[src/rtl/mem_rsp_fifo.sv]
// mem_rsp_fifo: first-word-fall-through buffer for memory read responses,
// re-presented with a valid/ready handshake, plus running statistics
// (accepted-word count, additive checksum, sticky overflow).
module mem_rsp_fifo #(
  parameter int unsigned DATA_W = 32,
  parameter int unsigned DEPTH  = 4,
  parameter int unsigned CNT_W  = 16
) (
  input  logic                     i_clk,
  input  logic                     i_rst,
  input  logic                     i_valid,
  input  logic [DATA_W-1:0]        i_data,
  output logic                     o_valid,
  output logic [DATA_W-1:0]        o_data,
  input  logic                     i_ready,
  output logic [$clog2(DEPTH):0]   o_count,
  output logic                     o_full,
  output logic                     o_empty,
  output logic                     o_overflow,
  output logic [CNT_W-1:0]         o_word_cnt,
  output logic [DATA_W-1:0]        o_checksum,
  input  logic                     i_clr_stats
);

  localparam int unsigned PTR_W = $clog2(DEPTH);
  localparam int unsigned OCC_W = PTR_W + 1;

  logic [DATA_W-1:0] mem_q [DEPTH];

  logic [PTR_W-1:0]  wr_ptr_q, wr_ptr_d;
  logic [PTR_W-1:0]  rd_ptr_q, rd_ptr_d;
  logic [OCC_W-1:0]  count_q, count_d;
  logic              full_q, full_d;
  logic              empty_q, empty_d;
  logic              valid_q, valid_d;
  logic              ovf_q, ovf_d;
  logic [CNT_W-1:0]  wcnt_q, wcnt_d;
  logic [DATA_W-1:0] csum_q, csum_d;

  logic push, pop, drop;

  // A full FIFO still accepts a word when the head leaves in the same cycle.
  assign pop  = valid_q & i_ready;
  assign push = i_valid & (~full_q | pop);
  assign drop = i_valid & full_q & ~pop;

  // Next-state: pointers, occupancy, flags and statistics.
  always_comb begin
    wr_ptr_d = wr_ptr_q;
    rd_ptr_d = rd_ptr_q;
    count_d  = count_q;
    ovf_d    = ovf_q;
    wcnt_d   = wcnt_q;
    csum_d   = csum_q;

    if (push) wr_ptr_d = wr_ptr_q + PTR_W'(1);
    if (pop)  rd_ptr_d = rd_ptr_q + PTR_W'(1);

    case ({push, pop})
      2'b10:   count_d = count_q + OCC_W'(1);
      2'b01:   count_d = count_q - OCC_W'(1);
      default: count_d = count_q;
    endcase

    full_d  = (count_d == OCC_W'(DEPTH));
    empty_d = (count_d == '0);
    valid_d = ~empty_d;

    // Clear first, then let this cycle's events land on top of it.
    if (i_clr_stats) begin
      ovf_d  = 1'b0;
      wcnt_d = '0;
      csum_d = '0;
    end
    if (push) begin
      csum_d = csum_d + i_data;
      if (wcnt_d != {CNT_W{1'b1}}) wcnt_d = wcnt_d + CNT_W'(1);
    end
    if (drop) ovf_d = 1'b1;
  end

  // State register with synchronous reset.
  always_ff @(posedge i_clk) begin
    if (i_rst) begin
      wr_ptr_q <= '0;
      rd_ptr_q <= '0;
      count_q  <= '0;
      full_q   <= 1'b0;
      empty_q  <= 1'b1;
      valid_q  <= 1'b0;
      ovf_q    <= 1'b0;
      wcnt_q   <= '0;
      csum_q   <= '0;
    end else begin
      wr_ptr_q <= wr_ptr_d;
      rd_ptr_q <= rd_ptr_d;
      count_q  <= count_d;
      full_q   <= full_d;
      empty_q  <= empty_d;
      valid_q  <= valid_d;
      ovf_q    <= ovf_d;
      wcnt_q   <= wcnt_d;
      csum_q   <= csum_d;
    end
  end

  // Storage array, intentionally not reset.
  always_ff @(posedge i_clk) begin
    if (push) mem_q[wr_ptr_q] <= i_data;
  end

  assign o_valid    = valid_q;
  assign o_data     = empty_q ? '0 : mem_q[rd_ptr_q];
  assign o_count    = count_q;
  assign o_full     = full_q;
  assign o_empty    = empty_q;
  assign o_overflow = ovf_q;
  assign o_word_cnt = wcnt_q;
  assign o_checksum = csum_q;

endmodule

[config.mk]
export PLATFORM = sky130hd
export DESIGN_NAME = mem_rsp_fifo
export DESIGN_NICKNAME = d
export VERILOG_FILES = /design/src/rtl/mem_rsp_fifo.sv
export SDC_FILE = /design/constraint.sdc
export NUM_CORES = 1
export LEC_CHECK = 0
export BUFFER_PORTS_ARGS = -buffer_cell sky130_fd_sc_hd__buf_2
export CAP_MARGIN = 20
export CORE_UTILIZATION = 52
export CTS_CLUSTER_SIZE = 20
export DETAILED_ROUTE_END_ITERATION = 10
export HOLD_SLACK_MARGIN = 0.1
export PLACE_DENSITY = 0.76
export SKIP_CTS_REPAIR_TIMING = 1
export SLEW_MARGIN = 20
export SYNTH_ARGS = -nofsm -noshare
export SYNTH_HDL_FRONTEND = slang
export SYNTH_SLANG_ARGS = --single-unit
[constraint.sdc]
create_clock -name i_clk -period 3.6 [get_ports i_clk]
set_input_delay 0.72 -clock i_clk [delete_from_list [all_inputs] [get_ports i_clk]]
set_output_delay 0.72 -clock i_clk [all_outputs]
set_load 0.005 [all_outputs]
# After elaboration in Yosys (flattened, before gate mapping)
# Memories as Yosys holds them, arrays and structs flattened. A register that Yosys moved wholly into a read port is not among the register bits.
# Cells that the tools add are included.
[totals]
mem_bits_rw = 128
memories = 1
output_inout_bits = 87
wordCells = 43
in_bits = 37
ff_bits = 59
[memory_table]
columns = ["name", "words", "width", "read_ports", "rd_ports_with_merged_regs", "wr", "line_no", "text"]
rows = [
  ["mem_q", 4, 32, 1, 1, 1, "28", "logic [DATA_W-1:0] mem_q [DEPTH];"],
]
[classes]
reduce_logical = 2
addsub = 6
bitwise = 8
muxes = 13
eq_ne = 4
[ops]
columns = ["operator", "count"]
rows = [
  ["two-way mux 32 bit", 3],
  ["two-way mux 16 bit", 3],
  ["adder 32 bit", 1],
  ["adder 16 x 1 -> 16 bit (second input constant)", 1],
  ["inequality test 16 bit (second input constant)", 1],
  ["one-hot mux 3 bit (2 select lines)", 1],
  ["adder 2 x 1 -> 2 bit (second input constant)", 2],
  ["bitwise AND 1 bit", 4],
  ["two-way mux 1 bit", 4],
  ["two-way mux 2 bit", 2],
  ["adder 3 x 1 -> 3 bit (second input constant)", 1],
  ["== test 3 bit (second input constant)", 1],
  ["zero test 3 bit", 1],
  ["inverter 1 bit", 3],
  ["subtractor 3 x 1 -> 3 bit (second input constant)", 1],
  ["== test 2 x 1 -> 1 bit (second input constant)", 1],
  ["== test 2 bit (second input constant)", 1],
  ["nonzero test 2 bit", 1],
  ["bitwise OR 1 bit", 1],
]

# Logic depth before layout (Yosys ltp)
[depth]
depth_word = 7
mapped_depth = 15

# Worst setup path before layout
# OpenSTA, ideal clock, no wires.
[synth_path]
path_type = "input to register"
from = "input i_clr_stats"
to = "register csum_q[28] (netlist: o_checksum[28])"
path_buffers = 2
setup_ps = 122
path_stages = 15
setup_slack_ps = -238
t_arrival_ps = 3716
required_ps = 3478
cell_sequence = "clkbuf_1 > clkbuf_1 > nor2b_1 > ha_1 > fa_1 > a21o_1 > a221oi_2 > o31ai_2 > a211oi_1 > nor3_2 > a21oi_2 > o21ai_1 > a21oi_1 > nor4_1 > a311o_1"
[synth_between]
elab_chain_len = 3
[synth_lines]
columns = ["element", "line_no", "text"]
rows = [
  ["from (decl)", "22", "input logic i_clr_stats"],
  ["two-way mux 32 bit *", "70", "if (i_clr_stats) begin"],
  ["adder 32 bit", "76", "csum_d = csum_d + i_data;"],
  ["two-way mux 32 bit *", "75", "if (push) begin"],
  ["to (signal assigned)", "103", "csum_q <= csum_d;"],
  ["to (decl)", "38", "logic [DATA_W-1:0] csum_q, csum_d;"],
]
# Every way passes the cells marked *; elsewhere a longest branch is shown, timed or not.
# A chain may end at the register's enable or synchronous reset.

# Final worst setup path
# Ends and elaborated chain as after synthesis.

==> results by group <==
Run status
  – Status: complete, no violations

Worst setup path
  – Max FO, Critical Path: 8
  – Worst setup SP type: primary input
  – Cells on worst reg2reg path: 13
  – Worst reg2reg setup slack: 500 ps
  – CP Capture Type: register
  – Crit Path Category: primary input to register
  – Reg2reg end: o_checksum[28]
  – R2R Path Start: o_checksum[0]
  – Crit path from: i_clr_stats
  – Critical Path Sink: o_checksum[28]
  – Crit path required time: between 3000 and 4000 ps
  – CP arrival: around 3500 ps

Clock tree
  – Total CTS buffers: 17
  – CTS tree: built
  – Clock Pin Slew Worst Setup and Hold Paths: about 70 ps
  – Clock sink count: ~190
  – Clock Root Buffer: clkbuf_16
  – Max clock buf depth: 2
  – H-tree levels: 4
  – Worst skew pair latency: 430 ps

STA
  – Worst Max-Slew Pin Slew: about 550 ps
  – Min cycle time layout: around 3200 ps
  – Fmax: a little over 0.3 GHz
  – Pins Over Slew Limit: 0
  – Slew margin rel.: around 63%
  – Post-Route Skew: roughly 12 ps
  – Post-route clock period utilization: about 90%
  – Final Hold Violating Endpoints: 0
  – Final setup viols: 0
  – Unrepaired setup endpoints after global routing: no

Yosys
  – Post-synthesis net count: around 830
  – Most frequent cell after synthesis: edfxtp_1
  – Synth Flop Type: edfxtp_1
  – Post-synth EDFFs: roughly 130
  – Post-synthesis sequential area ratio: 55.4%
  – XOR/XNOR Fraction of Synth Area: under 10%
  – Largest family of logic cells by synthesized area: simple AND/OR/NAND/NOR gates
  – Synth cell types: 59
  – Post-synthesis average cell area: between 10 and 15 um^2
  – Flops & latches, synth: 189
  – Simple-Gate Fraction of Synth Area: a little over an eighth
  – Synth Cell Area: approximately 9100 um^2
  – Cells after Synth: between 700 and 800
  – Synth cell count leaders: 128 x edfxtp_1, 85 x nand2_1, 67 x nor2b_1
  – Synth async-reset ratio: 0%
  – Synth warn: 0
  – Main area contributors after synthesis: edfxtp_1 42%, dfxtp_1 13%, mux4_2 7.9%, ha_1 5.1%, nor2b_1 4.6%
  – Yosys top cell area share: 42.1%
  – Synth area leader: edfxtp_1
  – Area fraction in compound gates after synthesis: around a tenth
  – Post-synthesis adder-cell area fraction: about 5.5%
  – Mux cell area share after synthesis: approximately 8.3%

Floorplanning
  – DIE HEIGHT: 135 um
  – Starting utilization of the core area: approximately 53%
  – Num ports: about 120
  – Die area: roughly 18000 um^2
  – Die width: between 100 and 150 um
  – Row cnt: 48
  – Core area: 17200 um^2

Global route
  – First-pass GRT wire length: approximately 32000 um
  – Initial antenna violation count: 0
  – Vias in the first global route: slightly above 6000
  – Largest net degree at the start of global routing: 35
  – Total track usage: ~23%
  – Grt total ovfl: 0

Placement
  – Placed cells: ~1100
  – GPL Wtd Cong: roughly 0.90
  – DPL Wire Length: 13600 um
  – Post-DP Area: between 10000 and 15000 um^2
  – Port bufs: roughly 120

Final layout
  – Post-route cell area: between 10000 and 15000 um^2
  – Diodes inserted: 0
  – Fill cell count: about 1300
  – Final nets: around 960
  – Area growth syn-to-layout: 16.5%
  – Share of layout cells above drive strength 1: about a quarter
  – Area of the multi-input gates: around 3900 um^2
  – Register area: 5070 um^2
  – Final Non-Filler Cells: 1118
  – Final core utilization: roughly three fifths

Routing
  – Post-DRT Antenna Nets: 0
  – Total number of vias: 6269
  – Vias per cell: approximately 5.6
  – # DRC: 0
  – WL/cell: 17.9 um
  – Routed WL: between 15000 and 20000 um
  – 1st-iter DRT viols: about 440
  – Drt pass-1 iters: 5

Power and ir drop
  – VDD IR max: about 0.32 mV
  – PwrDens: between 500 and 600 nW/um^2
  – Power Total: 5.65 mW
  – Leakage: ~4.2 nW

Run
  – # Max-Cap Violations: 0

Hold path
  – Min-delay worst type: register to register
worst max-delay path, stage by stage:
cell and delay (ps):
buf_2 170, nor2b_1 80, ha_1 230, fa_1 420, a21o_1 210, a221oi_2 360, o31ai_2 120, a211oi_2 250
nor3_2 90, a21oi_2 180, o21ai_1 90, a21oi_1 180, nor4_1 60, a311o_1 330
area by class of cell:
cell class	count	area share [%]
Clock buffer	19	4.36
Clock inverter	13	1.13
Inverter	14	0.493
Multi-Input combinational cell	511	36.2
Sequential cell	189	47.6
Tap cell	225	2.64
Timing Repair Buffer	147	7.59
sequential cells by signal, indices dropped and copies added (netlist names), 2 cells and up, named ones only:
| name | flops |
|---|---|
| o_count | 3 |
| mem_q | 128 |
| o_word_cnt | 16 |
| o_checksum | 32 |
| rd_ptr_q | 2 |
| wr_ptr_q | 2 |
cells in the final DEF (no fill, tap or decap), types with 26 or more instances in the layout:
master	netlist	layout
edfxtp_1	128	128
buf_2	6	123
nand2_1	85	85
nor2b_1	67	67
a21oi_1	60	60
dfxtp_1	61	60
nor2_1	48	48
ha_1	37	37
mux4_2	32	32
xnor2_1	26	26
per-stage QoR:
stage / setup TNS [ps] / hold slack [ps] / setup slack (ps)
after floorplan: 0 / 469 / 30.4
after global placement: 0 / 464 / 45.9
after detailed placement: -17.4 / 472 / -17.4
after CTS: 0 / 495 / 415
after global routing: 0 / 522 / 203
final: 0 / 500 / 395
where the power goes:
part | switching [mW] | total, mW | internal [mW]
Clock | 0.850 | 1.82 | 0.972
Combinational | 0.664 | 1.24 | 0.578
Sequential | 0.0853 | 2.58 | 2.50
Total | 1.60 | 5.65 | 4.05
how the worst min path moves through the flow:
stage                      from          end  slack [ps]  depth (start not counted)
floorplan           wr_ptr_q[1]  wr_ptr_q[1]         470                          2
global placement     o_overflow   o_overflow         460                          2
detailed placement   o_overflow   o_overflow         470                          2
CTS                  o_overflow   o_overflow         500                          2
global route          i_data[7]  mem_q[3][7]         520                          1
finish               o_overflow   o_overflow         500                          2
cells by family (layout without fill, tap and decap cells):
logic type,count (synthesis),count (layout)
adder cells (fa/ha/maj),39,39
flip-flops,189,189
multiplexers,36,36
XOR/XNOR,46,46
AND/OR/NAND/NOR,254,254
buffers and inverters,57,193
AO/OA/AOI/OAI,136,136
layer usage:
metal,wire length (um),GRT usage [%],vias to the layer above
met1,8860,30.4,3042
li1,-,-,3002
met4,385,8.93,0
met5,0,0,-
met3,1230,5.26,27
met2,9520,37.6,198
Power figures use the tool's default switching activity.
